<file path="src/rtl/ro_enc_ctrl.sv">
// Service controller for the rotary-encoder counter: settle, capture, clear,
// then convert captures to accelerated signed steps behind a valid/ack handshake.
module ro_enc_ctrl #(
    parameter int SETTLE_CLKS = 50000,
    parameter int ACC_W       = 12,
    parameter int ACCEL_TH    = 4,
    parameter int ACCEL_SHIFT = 2
) (
    input  logic             i_clk,
    input  logic             i_rst,
    input  logic             i_en,
    input  logic             i_ro_enc_irq,
    input  logic             i_ro_enc_dir,
    input  logic [4:0]       i_ro_enc_data,
    output logic             o_sw_intr_clear,
    output logic             o_step_valid,
    output logic [ACC_W-1:0] o_step_val,
    input  logic             i_step_ack,
    output logic             o_busy
);

    localparam int TMR_W = (SETTLE_CLKS > 1) ? $clog2(SETTLE_CLKS) : 1;
    // Wide enough for acc plus the largest shifted 5-bit count without overflow
    localparam int SUM_W = ACC_W + ACCEL_SHIFT + 8;

    localparam logic [TMR_W-1:0]        TMR_LAST = TMR_W'(SETTLE_CLKS - 1);
    localparam logic [TMR_W-1:0]        TMR_ONE  = TMR_W'(1);
    localparam logic [31:0]             TH_U     = 32'(ACCEL_TH);
    localparam logic signed [SUM_W-1:0] SAT_MAX  = SUM_W'((2 ** (ACC_W - 1)) - 1);
    localparam logic signed [SUM_W-1:0] SAT_MIN  = -SAT_MAX;

    typedef enum logic [1:0] {
        ST_IDLE   = 2'd0,
        ST_SETTLE = 2'd1,
        ST_CLEAR  = 2'd2,
        ST_GAP    = 2'd3
    } state_t;

    function automatic logic signed [SUM_W-1:0] step_delta(
        input logic [4:0] cnt,
        input logic       dir
    );
        logic signed [SUM_W-1:0] mag;
        mag = {{(SUM_W-5){1'b0}}, cnt};
        if ({27'd0, cnt} >= TH_U) begin
            mag = mag <<< ACCEL_SHIFT;
        end else begin
            mag = mag;
        end
        step_delta = dir ? -mag : mag;
    endfunction

    // Symmetric clamp: the most negative code is never produced
    function automatic logic [ACC_W-1:0] sat_add(
        input logic [ACC_W-1:0]        a,
        input logic signed [SUM_W-1:0] d
    );
        logic signed [SUM_W-1:0] s;
        s = $signed({{(SUM_W-ACC_W){a[ACC_W-1]}}, a}) + d;
        if (s > SAT_MAX) begin
            sat_add = SAT_MAX[ACC_W-1:0];
        end else if (s < SAT_MIN) begin
            sat_add = SAT_MIN[ACC_W-1:0];
        end else begin
            sat_add = s[ACC_W-1:0];
        end
    endfunction

    state_t             state_r, state_n;
    logic [TMR_W-1:0]   timer_r, timer_n;
    logic [4:0]         last_data_r, last_data_n;
    logic [4:0]         cap_cnt_r, cap_cnt_n;
    logic               cap_dir_r, cap_dir_n;
    logic               discard_r, discard_n;
    logic [ACC_W-1:0]   acc_r, acc_n;
    logic               step_valid_r, step_valid_n;
    logic [ACC_W-1:0]   step_val_r, step_val_n;
    logic               clear_r;
    logic               busy_r;
    logic               conv_s;
    logic               load_s;
    logic [ACC_W-1:0]   acc_base_s;

    // Next-state and capture logic for the service FSM
    always_comb begin
        state_n     = state_r;
        timer_n     = timer_r;
        last_data_n = last_data_r;
        cap_cnt_n   = cap_cnt_r;
        cap_dir_n   = cap_dir_r;
        discard_n   = discard_r;
        case (state_r)
            ST_IDLE: begin
                if (i_ro_enc_irq && i_en) begin
                    state_n     = ST_SETTLE;
                    timer_n     = {TMR_W{1'b0}};
                    last_data_n = i_ro_enc_data;
                    discard_n   = 1'b0;
                end else if (i_ro_enc_irq) begin
                    state_n   = ST_CLEAR;
                    discard_n = 1'b1;
                end else begin
                    state_n = ST_IDLE;
                end
            end
            ST_SETTLE: begin
                if (!i_en) begin
                    state_n   = ST_CLEAR;
                    discard_n = 1'b1;
                end else if (i_ro_enc_data != last_data_r) begin
                    timer_n     = {TMR_W{1'b0}};
                    last_data_n = i_ro_enc_data;
                end else if (timer_r == TMR_LAST) begin
                    cap_cnt_n = i_ro_enc_data;
                    cap_dir_n = i_ro_enc_dir;
                    discard_n = 1'b0;
                    state_n   = ST_CLEAR;
                end else begin
                    timer_n = timer_r + TMR_ONE;
                end
            end
            ST_CLEAR: begin
                state_n = ST_GAP;
            end
            ST_GAP: begin
                state_n = ST_IDLE;
            end
            default: begin
                state_n = ST_IDLE;
            end
        endcase
    end

    // Step accumulation and output handshake; a load empties acc before any new capture adds in
    always_comb begin
        conv_s       = (state_r == ST_CLEAR) && !discard_r;
        load_s       = !step_valid_r && (acc_r != {ACC_W{1'b0}});
        acc_base_s   = load_s ? {ACC_W{1'b0}} : acc_r;
        step_val_n   = step_val_r;
        step_valid_n = step_valid_r;
        if (conv_s) begin
            acc_n = sat_add(acc_base_s, step_delta(cap_cnt_r, cap_dir_r));
        end else begin
            acc_n = acc_base_s;
        end
        if (load_s) begin
            step_valid_n = 1'b1;
            step_val_n   = acc_r;
        end else if (step_valid_r && i_step_ack) begin
            step_valid_n = 1'b0;
        end else begin
            step_valid_n = step_valid_r;
        end
    end

    // State, datapath and registered output flops
    always_ff @(posedge i_clk or negedge i_rst) begin
        if (!i_rst) begin
            state_r      <= ST_IDLE;
            timer_r      <= {TMR_W{1'b0}};
            last_data_r  <= 5'd0;
            cap_cnt_r    <= 5'd0;
            cap_dir_r    <= 1'b0;
            discard_r    <= 1'b0;
            acc_r        <= {ACC_W{1'b0}};
            step_valid_r <= 1'b0;
            step_val_r   <= {ACC_W{1'b0}};
            clear_r      <= 1'b0;
            busy_r       <= 1'b0;
        end else begin
            state_r      <= state_n;
            timer_r      <= timer_n;
            last_data_r  <= last_data_n;
            cap_cnt_r    <= cap_cnt_n;
            cap_dir_r    <= cap_dir_n;
            discard_r    <= discard_n;
            acc_r        <= acc_n;
            step_valid_r <= step_valid_n;
            step_val_r   <= step_val_n;
            clear_r      <= (state_n == ST_CLEAR);
            busy_r       <= (state_n != ST_IDLE);
        end
    end

    assign o_sw_intr_clear = clear_r;
    assign o_step_valid    = step_valid_r;
    assign o_step_val      = step_val_r;
    assign o_busy          = busy_r;

endmodule

</file>
<file path="config.mk">
export PLATFORM = sky130hd
export DESIGN_NAME = ro_enc_ctrl
export DESIGN_NICKNAME = d
export VERILOG_FILES = /design/src/rtl/ro_enc_ctrl.sv
export SDC_FILE = /design/constraint.sdc
export NUM_CORES = 1
export LEC_CHECK = 0
export BUFFER_PORTS_ARGS = -buffer_cell sky130_fd_sc_hd__buf_4
export CAP_MARGIN = 20
export CORE_MARGIN = 1
export CORE_UTILIZATION = 50
export DETAILED_ROUTE_END_ITERATION = 10
export HOLD_SLACK_MARGIN = 0.02
export PLACE_DENSITY = 0.68
export SLEW_MARGIN = 20
export SYNTH_ARGS = -nofsm -noshare
export SYNTH_HDL_FRONTEND = slang
export SYNTH_SLANG_ARGS = --single-unit
export TNS_END_PERCENT = 10
</file>
<file path="constraint.sdc">
create_clock -name i_clk -period 5.07 [get_ports i_clk]
set_input_delay 0.507 -clock i_clk [delete_from_list [all_inputs] [get_ports i_clk]]
set_output_delay 0.507 -clock i_clk [all_outputs]
set_load 0.01 [all_outputs]
</file>
==> results of run 1 <==
[worst max-delay path, cell delays in order, from the launching register on]
cell and delay (ns):
dfrtp_1 0.41, nor3_1 0.18, buf_4 0.17, and2_1 0.15
inv_1 0.05, ha_1 0.24, o211a_1 0.14, ha_1 0.27
nand2_1 0.06, o21ai_0 0.09, ha_1 0.38, a21oi_1 0.37
o22a_1 0.29, nand3_2 0.12, a221o_1 0.36, a31oi_1 0.20
xor2_1 0.13, nor2b_1 0.62, o22ai_1 0.17
[area by class of cell]
class,instances,area share
clock inverters,6,0.0146
well taps,102,0.0281
multi-input cells,370,0.554
clock buffers,10,0.0303
repair buffers,28,0.0463
flip-flops and latches,57,0.314
inverters,15,0.0124
[routing by layer]
layer | GRT usage | vias up
li1 | - | 1726
met1 | 0.306 | 1679
met2 | 0.396 | 92
met3 | 0.0402 | 29
met4 | 0.139 | 0
met5 | 0 | -
[power by group]
part / total, W / switching (W) / internal [W]
Combinational: 0.000568 / 0.000302 / 0.000267
Clock: 0.000443 / 0.000202 / 0.000241
Sequential: 0.000645 / 0.0000870 / 0.000558
Total: 0.00166 / 0.000590 / 0.00107
[cells in the mapped netlist (2+ instances only)]
cell type	instances
o21a_1	2
or3_1	2
buf_2	2
ha_1	21
xnor2_1	13
o21ai_0	22
and4_1	2
o221ai_1	2
or2_2	7
nor2_1	41
xor2_1	15
nand3_1	23
nand2_1	36
a211oi_1	2
and4b_1	2
nor4_1	5
a21o_1	11
a21oi_1	24
a31oi_1	4
a221o_1	4
inv_1	15
o211ai_1	5
clkbuf_1	10
a221oi_1	2
nand4_1	6
a21boi_0	7
nor3_1	11
o31ai_1	4
a311oi_1	2
nor4b_1	2
a211oi_2	2
dfrtp_1	57
nand2b_1	3
a2bb2oi_1	2
mux2_2	23
buf_1	2
nor2b_1	6
nor3b_1	2
and3_1	7
o22ai_1	12
and2_1	15
[cells in the final DEF, fill, tap and decap left out, types with 6 or more instances in the layout]
cell	netlist	routed
and2_1	15	15
mux2_2	23	23
or2_2	7	7
a21boi_0	7	7
buf_4	1	28
nand2_1	36	36
a21oi_1	24	24
clkbuf_8	1	10
ha_1	21	21
nand4_1	6	6
o21ai_0	22	22
nand3_1	23	23
a21o_1	11	11
xor2_1	15	15
o22ai_1	12	12
dfrtp_1	57	57
inv_1	15	15
and3_1	7	7
nor3_1	11	11
nor2_1	41	41
xnor2_1	13	13
nor2b_1	6	6
[stage by stage]
| step | instance area [sq um] | power (W) | hold slack, ns | utilization | std cells |
|---|---|---|---|---|---|
| CTS | 4540 | 0.00167 | 0.240 | 0.582 | 588 |
| global route | 4540 | 0.00177 | 0.273 | 0.582 | 588 |
| floorplan | 4080 | 0.00104 | 0.211 | - | 459 |
| finish | 4540 | 0.00166 | 0.205 | 0.582 | 588 |
| detailed placement | 4340 | 0.00122 | 0.499 | 0.556 | 572 |
| global placement | 4340 | 0.00121 | 0.493 | 0.556 | 572 |
[path summary, 6_finish.rpt]
kind / startpoint / to / depth (start not counted)
min in group i_clk: i_en / discard_r$_DFFE_PN0P_ / 2
max: cap_cnt_r[3]$_DFFE_PN0P_ / acc_r[5]$_DFF_PN0_ / 18
min: i_rst / o_step_val[7]$_DFFE_PN0P_ / 1
min reg2reg: o_step_val[6]$_DFFE_PN0P_ / o_step_val[6]$_DFFE_PN0P_ / 1
max in group asynchronous: i_rst / timer_r[3]$_DFFE_PN0P_ / 1
max reg2reg: cap_cnt_r[3]$_DFFE_PN0P_ / acc_r[5]$_DFF_PN0_ / 18
[cells by family (layout without fill, tap and decap cells)]
family	Yosys count	count (layout)	share of synthesized area
xor gates and xnor gates	28	28	0.0602
adders and majority gates	22	22	0.0694
AOI/OAI and AO/OA	119	119	0.198
and+or+nand+nor	177	177	0.223
buffers and inverters	32	59	0.0338
muxes	24	24	0.0660
DFF	57	57	0.350
[flip-flops by register name, summed over array words and instances, names as in the netlist]
register,cells
o_busy,1
o_step_val,12
cap_cnt_r,5
last_data_r,5
timer_r,16
o_sw_intr_clear,1
o_step_valid,1
state_r,2
cap_dir_r,1
acc_r,12
discard_r,1
==> reports/results.md, run 1 <==
| Quantity | Value |
| --- | --- |
| EDFF count, synth | 0 |
| Number of nets in the layout | 514 |
| Proportion of layout cells with a drive suffix above 1 | 0.175 |
| Power per cell area | 365 nW/um^2 |
| Syn Inst Count | 459 |
| Number of buffers added for setup after CTS | 0 |
| Final setup margin | 0.499 ns |
| Clk slew on worst S/H paths | 0.08 ns |
| Die height | 92.3 um |
| Initial core utilization | 0.522 |
| Leak pwr | 2.05 nW |
| Share of the yosys chip area belonging to registers | 0.350 |
| Total I/O pin count | 26 |
| Relative max-transition margin | 0.418 |
| Cell taking the most area after synthesis | dfrtp_1 |
| Yosys cell types | 65 |
| Count of unresolved DRC violations after routing | 0 |
| Final hold viol count | 0 |
| TritonCTS clock tree | built |
| Total clock buffers created by CTS | 9 |
| Unrepaired setup endpoints after global routing | false |
| Average via count per standard cell | 6.00 |
| Setup TNS after final layout | 0 ns |
| Number of global-route vias before repair | 3360 |
| Worst endpoint required time | 5.24 ns |
| Timing-limited maximum frequency | 219 MHz |
| Setup Slack @ Placement | 0.569 ns |
| Detailed Place HPWL | 7150 um |
| Netlist area before placement | 4080 sq um |
| Signal arrival time at the worst endpoint | 4.74 ns |
| Detailed-route via count | 3526 |
| Total wirelength of the detailed-routed design | 9500 um |
| Flop-to-flop setup slack | 0.50 ns |
| Count of buffers inserted at the top-level ports | 25 |
| Remaining global-route overflow | 0 |
| Wire length of the first global-routing pass | 16200 um |
| YS warnings | 0 |
| Number of search-and-repair iterations in the first detailed-routing pass | 4 |
| Crit path launch type | register |
| CTS hold repair buffers | 0 |
| Post-CTS resize count | 0 |
| Biggest area contributors in the synthesized netlist | dfrtp_1, ha_1, mux2_2, nor2_1, nand2_1 |
| Clock sink total | 57 |
| Maximum net fanout on the critical path | 10 |
| Final estimated routing congestion in global placement | 0.925 |
| VDD IR-drop max | 325 uV |
| Number of cell rows | 32 |
| Post-route met1 wirelength | 4200 um |
| Antenna-violating nets left | 0 |
| Clock latency on the worst-skew pair | 0.34 ns |
| H-tree Lvls | 3 |
| Initial antenna violation count | 0 |
| Bufs on Longest Clock Path | 2 |
| Detail-routed net length per standard cell | 16.2 um |
| Most instantiated flip-flop cell in the synthesis netlist | dfrtp_1 |
| Number of inserted filler cells in the final layout | 697 |
| Cell at the root of the clock tree | clkbuf_8 |
| Total inserted antenna cells | 0 |
| Slew @ Worst Pin | 0.870 ns |
| Share of Yosys cell area claimed by the top area cell type | 0.350 |
| Result of the run | complete, no violations |
| Post-synthesis async set-or-reset flop share | 1.00 |
| Iteration-0 DRC Markers | 233 |
| Die Outline Area | 8520 sq um |
| Post-synthesis to final-layout area growth | 11.4% |
| Avg Inst Size Synth | 8.88 sq um |
| Clock period minus worst slack | 4.57 ns |
| Kind of critical path | reg -> reg |
| Flop and latch count out of synthesis | 57 |
| Syn Nets | 492 |
| GRT Resource Usage Total | 0.243 |
| Met2 Routed Length | 4640 um |
| Nature of the critical path endpoint | register |
| Seq. cell area | 1430 sq um |
| Overall die width | 92.3 um |
| Wire length on met3 | 293 um |
| Final Max Slew Viols | 0 |
| Post-Route Skew | 0.00965 ns |
| Largest net degree at the start of global routing | 58 |
| Footprint of the multi-input gates | 2520 sq um |
| Count of endpoints failing setup in the final report | 0 |
| Worst min path class | in -> async |
| Number of max-capacitance violations reported | 0 |
| Total core area | 7810 sq um |
| Final worst-path cycle share | 0.902 |
| Top routing layer in use | met4 |
Power figures use the tool's default switching activity.
==> run 2, diff against run 1 <==
--- a/config.mk
+++ b/config.mk
@@ -5,13 +5,12 @@
 export SDC_FILE = /design/constraint.sdc
 export NUM_CORES = 1
 export LEC_CHECK = 0
-export BUFFER_PORTS_ARGS = -buffer_cell sky130_fd_sc_hd__buf_4
-export CAP_MARGIN = 20
+export CAP_MARGIN = 15
 export CORE_MARGIN = 1
 export CORE_UTILIZATION = 50
 export DETAILED_ROUTE_END_ITERATION = 10
+export DONT_BUFFER_PORTS = 1
 export HOLD_SLACK_MARGIN = 0.02
-export PLACE_DENSITY = 0.68
 export SLEW_MARGIN = 20
 export SYNTH_ARGS = -nofsm -noshare
 export SYNTH_HDL_FRONTEND = slang
==> constraint.sdc (replaced) <==
create_clock -name i_clk -period 5.07 [get_ports i_clk]
set_input_delay 0.2535 -clock i_clk [delete_from_list [all_inputs] [get_ports i_clk]]
set_output_delay 0.2535 -clock i_clk [all_outputs]
set_load 0.01 [all_outputs]
==> run 2 against run 1 <==
  * Critical endpoint is now acc_r[9]$_DFF_PN0_
  * Routed wire length rose by 3.9%
  * Final cell count fell by 4.1%
  * Global-route usage rose by 0.57 points
  * Register-to-register slack improved by 0.09 ns
  * Hold slack got worse by 0.14 ns
  * Clock skew barely moved
  * Sequential power rose by 3.4%
  * Combinational power fell by 14%
  * Sequential share of layout area rose by 1.2 points
  * Clock-buffer cell count fell by 1
==> reports/results.md, run 2 (same netlist as run 1, synthesis figures left out) <==
| Quantity | Value |
| --- | --- |
| Number of search-and-repair iterations in the first detailed-routing pass | 4 |
| Clock period minus worst slack | 4.48 ns |
| Most common cell type on the critical path | ha_1 |
| Number of max-capacitance violations reported | 0 |
| Clock latency on the worst-skew pair | 0.34 ns |
| Total wirelength of the detailed-routed design | 9880 um |
| Register with the most flip-flops | timer_r |
| TritonCTS clock tree | built |
| Average via count per standard cell | 6.09 |
| Post-Layout Inst Area | 4380 sq um |
| Final worst-path cycle share | 0.884 |
| Worst hold stages | 1 |
| List of cells traversed by the critical path | nor3_2 -> and2_1 -> inv_1 -> ha_1 -> o211a_1 -> ha_1 -> nand2_1 -> o21ai_0 -> ha_1 -> a21oi_1 -> o22a_1 -> nand3_2 -> a221o_1 -> a31oi_1 -> xor2_1 -> a21oi_2 -> o22ai_1 |
| Relative max-transition margin | 0.378 |
| Worst endpoint required time | 5.26 ns |
| Result of the run | complete, no violations |
| Leak pwr | 1.94 nW |
| Crit path launch type | register |
| Longest individual stage delay on the worst path | 0.45 ns |
| Bufs on Longest Clock Path | 2 |
| Overall die width | 92.3 um |
| Initial core utilization | 0.522 |
| Clock sink total | 57 |
| Timing-limited maximum frequency | 223 MHz |
| Number of cell rows | 32 |
| Largest net degree at the start of global routing | 58 |
| Kind of critical path | reg -> reg |
| Worst min path class | in -> reg |
| Cell at the root of the clock tree | clkbuf_8 |
| Buffers & Inverters on Critical Path | 1 |
| Final Max Slew Viols | 0 |
| Startpoint of the lowest-slack hold path | i_ro_enc_data[4] |
| Total core area | 7810 sq um |
| Remaining global-route overflow | 0 |
| Final setup margin | 0.587 ns |
| Crit Reg-Reg Startpoint | cap_cnt_r[3]$_DFFE_PN0P_ |
| Leading cell type in the layout, fill and taps excluded | dfrtp_1 |
| Iteration-0 DRC Markers | 209 |
| Final hold viol count | 0 |
| Setup TNS after final layout | 0 ns |
| Clk slew on worst S/H paths | 0.07 ns |
| Post-synthesis to final-layout area growth | 7.37% |
| Number of global-route vias before repair | 3320 |
| Total I/O pin count | 26 |
| Cell family contributing the most delay on the critical path | compound AO/OA/AOI/OAI gates |
| Unrepaired setup endpoints after global routing | false |
| Count of endpoints failing setup in the final report | 0 |
| Count of buffers inserted at the top-level ports | 0 |
| VDD IR-drop max | 262 uV |
| Maximum net fanout on the critical path | 10 |
| Total inserted antenna cells | 0 |
| GRT Resource Usage Total | 0.249 |
| Cell at the slowest stage of the critical path | a21oi_2 |
| Antenna-violating nets left | 0 |
| Signal arrival time at the worst endpoint | 4.68 ns |
| Hold Crit Endpoint | cap_cnt_r[4]$_DFFE_PN0P_ |
| Number of buffers added for setup after CTS | 0 |
| Wire length of the first global-routing pass | 16400 um |
| Nature of the critical path endpoint | register |
| Worst setup path startpoint | cap_cnt_r[3]$_DFFE_PN0P_ |
| Capture instance of the worst register-to-register path | acc_r[9]$_DFF_PN0_ |
| Most used cells in the layout excluding fill and tap cells | dfrtp_1, nor2_1, nand2_1, a21oi_1 |
| Total clock buffers created by CTS | 9 |
| Count of unresolved DRC violations after routing | 0 |
| Max FFs per register | 16 |
| Area of placed instances | 4140 sq um |
| H-tree Lvls | 3 |
| Die height | 92.3 um |
| Setup Slack @ Placement | 0.211 ns |
| Power per cell area | 358 nW/um^2 |
| Initial antenna violation count | 0 |
| Flop-to-flop setup slack | 0.59 ns |
| Proportion of layout cells with a drive suffix above 1 | 0.130 |
| Detailed-route via count | 3436 |
| Die Outline Area | 8520 sq um |
| Number of nets in the layout | 491 |
| Number of inserted filler cells in the final layout | 720 |
| Final estimated routing congestion in global placement | 0.883 |
| Worst Reg-to-Reg Cells | 17 |
| Slew @ Worst Pin | 0.929 ns |
| Post-Route Skew | 0.00992 ns |
| Detail-routed net length per standard cell | 17.5 um |
| Detailed Place HPWL | 7350 um |
run 2: final cells by class:
type / instances / area (sq um) / share of cell area
clock buffers: 9 / 124 / 0.0283
clock inverters: 6 / 60.1 / 0.0137
inverters: 15 / 56.3 / 0.0129
multi-input cells: 370 / 2520 / 0.576
flip-flops and latches: 57 / 1430 / 0.326
well taps: 102 / 128 / 0.0292
repair buffers: 5 / 62.6 / 0.0143
run 2: layer usage:
layer	track usage	part of all wire
met5	0	0
met4	0.125	0.038
met3	0.0493	0.034
met2	0.413	0.48
met1	0.308	0.45
run 2: how the worst max path moves through the flow:
stage	to	cells past startpoint
5_1_grt	acc_r[1]$_DFF_PN0_	17
3_3_place_gp	acc_r[10]$_DFF_PN0_	17
4_1_cts	acc_r[10]$_DFF_PN0_	17
2_1_floorplan	acc_r[1]$_DFF_PN0_	17
6_report	acc_r[9]$_DFF_PN0_	17
3_5_place_dp	acc_r[10]$_DFF_PN0_	17
run 2: repair_timing:
item	CTS	global route
hold buffers	3	0
setup endpoints to repair	0	10
resized for setup	0	2
hold endpoints to repair	58	0
run 2: worst reg2reg max path, stage by stage (launching register included):
cell	delay [ns]
dfrtp_1	0.43
nor3_2	0.36
and2_1	0.21
inv_1	0.05
ha_1	0.25
o211a_1	0.13
ha_1	0.26
nand2_1	0.06
o21ai_0	0.10
ha_1	0.38
a21oi_1	0.37
o22a_1	0.30
nand3_2	0.12
a221o_1	0.37
a31oi_1	0.19
xor2_1	0.15
a21oi_2	0.45
o22ai_1	0.18
run 2: where the power goes:
part | switching (W) | total (W) | internal (W) | leakage, nW
Combinational | 0.000268 | 0.000491 | 0.000223 | 1.10
Clock | 0.000187 | 0.000408 | 0.000221 | 0.0909
Sequential | 0.000108 | 0.000667 | 0.000559 | 0.754
run 2: stage by stage:
step                hold WS [ns]  utilization  instances  total power (W)
floorplan                -0.0421            -        459          0.00104
global placement         -0.0403        0.530        546          0.00114
detailed placement       -0.0398        0.530        546          0.00115
CTS                       0.0429        0.560        564          0.00158
global route              0.0421        0.561        564          0.00167
finish                    0.0635        0.561        564          0.00157
==> run 3, diff against run 2 <==
--- a/config.mk
+++ b/config.mk
@@ -5,6 +5,7 @@
 export SDC_FILE = /design/constraint.sdc
 export NUM_CORES = 1
 export LEC_CHECK = 0
+export ABC_AREA = 1
 export CAP_MARGIN = 15
 export CORE_MARGIN = 1
 export CORE_UTILIZATION = 50
==> run 3 against run 2 <==
  * Sequential share of layout area is 3.5 points lower
  * Via count is 28% higher
  * Clock-buffer cell count is 3 higher
  * Sequential power is 1% lower
  * Fmax is 2.6% higher
  * Global-route usage is 1.3 points higher
  * Synthesized area is 12% higher
  * Combinational power is 37% higher
  * Non-clock buffer count is 1 higher
==> reports/results.md, run 3 <==
| Quantity | Value |
| --- | --- |
| Result of the run | complete, no violations |
| Netlist area before placement | 4550 sq um |
| Remaining global-route overflow | 0 |
| Setup Slack @ Placement | 0.758 ns |
| Area of placed instances | 4640 sq um |
| Part of the power in the clock network | 0.249 |
| Proportion of layout cells with a drive suffix above 1 | 0.0524 |
| Leading cell type in the layout, fill and taps excluded | nand2_1 |
| Power per cell area | 361 nW/um^2 |
| Leak pwr | 2.58 nW |
| Total wirelength of the detailed-routed design | 11700 um |
| Register with the most flip-flops | timer_r |
| Most common cell type on the critical path | nand2_1 |
| Maximum net fanout on the critical path | 26 |
| Yosys cell types | 40 |
| Final estimated routing congestion in global placement | 0.871 |
| Cell family contributing the most delay on the critical path | simple AND/OR/NAND/NOR gates |
| Clock period minus worst slack | 4.37 ns |
| Longest individual stage delay on the worst path | 0.51 ns |
| Count of unresolved DRC violations after routing | 0 |
| H-tree Lvls | 3 |
| Total I/O pin count | 26 |
| Nature of the critical path endpoint | register |
| Unrepaired setup endpoints after global routing | false |
| Cell at the slowest stage of the critical path | nor2_1 |
| Post-synthesis async set-or-reset flop share | 1.00 |
| TritonCTS clock tree | built |
| Number of nets in the layout | 753 |
| Syn Inst Count | 713 |
| EDFF count, synth | 0 |
| Number of search-and-repair iterations in the first detailed-routing pass | 5 |
| Synth top cells by count | nand2_1, inv_1, nor2_1, dfrtp_1, nand3_1 |
| Number of inserted filler cells in the final layout | 867 |
| Syn Nets | 746 |
| Share of Yosys cell area claimed by the top area cell type | 0.314 |
| Internal power | 0.00104 W |
| Wire length of the first global-routing pass | 19800 um |
| Final worst-path cycle share | 0.862 |
| Most used cells in the layout excluding fill and tap cells | nand2_1, inv_1, nor2_1, dfrtp_1, nand3_1 |
| Number of global-route vias before repair | 4102 |
| Total core area | 8760 sq um |
| Clk slew on worst S/H paths | 0.07 ns |
| Setup TNS after final layout | 0 ns |
| Overall die width | 97.4 um |
| Flop and latch count out of synthesis | 57 |
| Seq. cell area | 1430 sq um |
| Initial core utilization | 0.519 |
| Part of the total power dissipated in combinational logic | 0.379 |
| Slew @ Worst Pin | 0.586 ns |
| Detailed Place HPWL | 9310 um |
| Most instantiated flip-flop cell in the synthesis netlist | dfrtp_1 |
| Kind of critical path | reg -> reg |
| GRT Resource Usage Total | 0.261 |
| Cell at the root of the clock tree | clkbuf_8 |
| Share of the yosys chip area belonging to registers | 0.314 |
| Detail-routed net length per standard cell | 14.0 um |
| Initial antenna violation count | 0 |
| Worst min path class | in -> reg |
| Count of buffers inserted at the top-level ports | 0 |
| Avg Inst Size Synth | 6.38 sq um |
| Final setup margin | 0.701 ns |
| Final hold viol count | 0 |
| Number of buffers added for setup after CTS | 0 |
| Cell taking the most area after synthesis | dfrtp_1 |
| Average via count per standard cell | 5.30 |
| Count of endpoints failing setup in the final report | 0 |
| Switching pwr | 0.000727 W |
| Iteration-0 DRC Markers | 229 |
| Post-Route Skew | 0.0127 ns |
| VDD IR-drop max | 279 uV |
| Smallest hold slack | 0.0880 ns |
| Relative max-transition margin | 0.608 |
| Antenna-violating nets left | 0 |
| Buffers & Inverters on Critical Path | 4 |
| Clock latency on the worst-skew pair | 0.34 ns |
| Timing-limited maximum frequency | 229 MHz |
| Bufs on Longest Clock Path | 2 |
| Die Outline Area | 9480 sq um |
| Post-Layout Inst Area | 4900 sq um |
| Dominant cell by count in the synthesized netlist | nand2_1 |
| Number of cell rows | 34 |
| Net switching share of the total power | 0.410 |
| Total clock buffers created by CTS | 9 |
| Detailed-route via count | 4412 |
| Max FFs per register | 16 |
| Met3 global-route usage | 0.0432 |
| Part of the power in registers | 0.372 |
| Signal arrival time at the worst endpoint | 4.61 ns |
| Number of max-capacitance violations reported | 0 |
| Largest net degree at the start of global routing | 58 |
| Biggest area contributors in the synthesized netlist | dfrtp_1, nand2_1, inv_1, nor2_1, nand3_1 |
| Routing usage on met1 | 0.384 |
| Clock sink total | 57 |
| Worst endpoint required time | 5.31 ns |
| Most crowded layer after global routing | met2 |
| Total inserted antenna cells | 0 |
| YS warnings | 0 |
| List of cells traversed by the critical path | nor4_1 -> nand3_1 -> nand2_1 -> buf_4 -> inv_1 -> nor2_1 -> ha_1 -> nand2_2 -> inv_1 -> nand2_1 -> nand2_1 -> a21oi_1 -> nand3_1 -> nand2_1 -> nand2_1 -> nor2_1 -> nand4_1 -> nand2_1 -> nand3_1 -> nand2_1 -> inv_1 |
| Final Max Slew Viols | 0 |
| Crit path launch type | register |
| Footprint of the multi-input gates | 2600 sq um |
| Post-synthesis to final-layout area growth | 7.76% |
| Met2 Usage GRT | 0.401 |
| Die height | 97.4 um |
run 3: cell types whose count changed in the layout (fill, tap and decap cells not counted), moves of 7 or more:
cell / delta
nand2_1: +183
inv_1: +107
nor2_1: +38
nand3_1: +30
mux2_2: -23
o21ai_0: +19
and2_1: -14
a21o_1: -11
o22ai_1: -11
xor2_1: -8
a21boi_0: -7
and3_1: -7
nand2_2: +7
xnor2_1: -7
run 3: logic make-up (layout without fill, tap and decap cells):
logic type | Yosys count | after routing | share of synthesized area
AOI/OAI and AO/OA | 88 | 88 | 0.109
adders and majority gates | 22 | 22 | 0.0622
DFF | 57 | 57 | 0.314
and+or+nand+nor | 399 | 399 | 0.374
xor gates and xnor gates | 13 | 13 | 0.0250
buffers and inverters | 134 | 146 | 0.116
run 3: area by class of cell:
cell class              instances  share of cell area
multi-input cells             522               0.530
flip-flops and latches         57               0.291
repair buffers                  6              0.0148
clock buffers                  12              0.0316
well taps                     108              0.0276
clock inverters                 4              0.0105
inverters                     124              0.0949
run 3: power by group through the flow:
| stage | Clock (W) | Combinational [W] | Sequential, W |
|---|---|---|---|
| after detailed placement | 0 | 0.000656 | 0.000667 |
| after global placement | 0 | 0.000644 | 0.000667 |
| after floorplan | 0 | 0.000509 | 0.000647 |
| after CTS | 0.000452 | 0.000673 | 0.000659 |
| final | 0.000441 | 0.000672 | 0.000658 |
| after global routing | 0.000473 | 0.000776 | 0.000671 |
run 3: through the flow:
step	total power (W)	cells	utilization
global placement	0.00131	813	0.529
finish	0.00177	833	0.559
CTS	0.00178	833	0.559
detailed placement	0.00132	813	0.529
floorplan	0.00116	713	-
global route	0.00192	833	0.559
run 3: final timing paths:
check                                      startpoint                    endpoint  slack [ns]  depth (start not counted)
min in group asynchronous                       i_rst  o_step_val[11]$_DFFE_PN0P_        0.42                          2
max                                acc_r[9]$_DFF_PN0_          acc_r[0]$_DFF_PN0_        0.70                         21
min reg2reg                last_data_r[2]$_DFFE_PN0P_  last_data_r[2]$_DFFE_PN0P_        0.51                          2
max in group asynchronous                       i_rst  last_data_r[0]$_DFFE_PN0P_        4.37                          2
max reg2reg                        acc_r[9]$_DFF_PN0_          acc_r[0]$_DFF_PN0_        0.70                         21
min                                      i_ro_enc_dir       cap_dir_r$_DFFE_PN0P_        0.09                          2
run 3: per-layer routing:
layer	vias up	routed length, um
met3	16	558
met5	-	0
met1	2034	5900
met2	98	5050
met4	0	139
li1	2264	-
run 3: what timing repair did:
item	CTS	global route
endpoints found under the hold margin	59	0
resized for setup	0	0
hold buffers	4	0
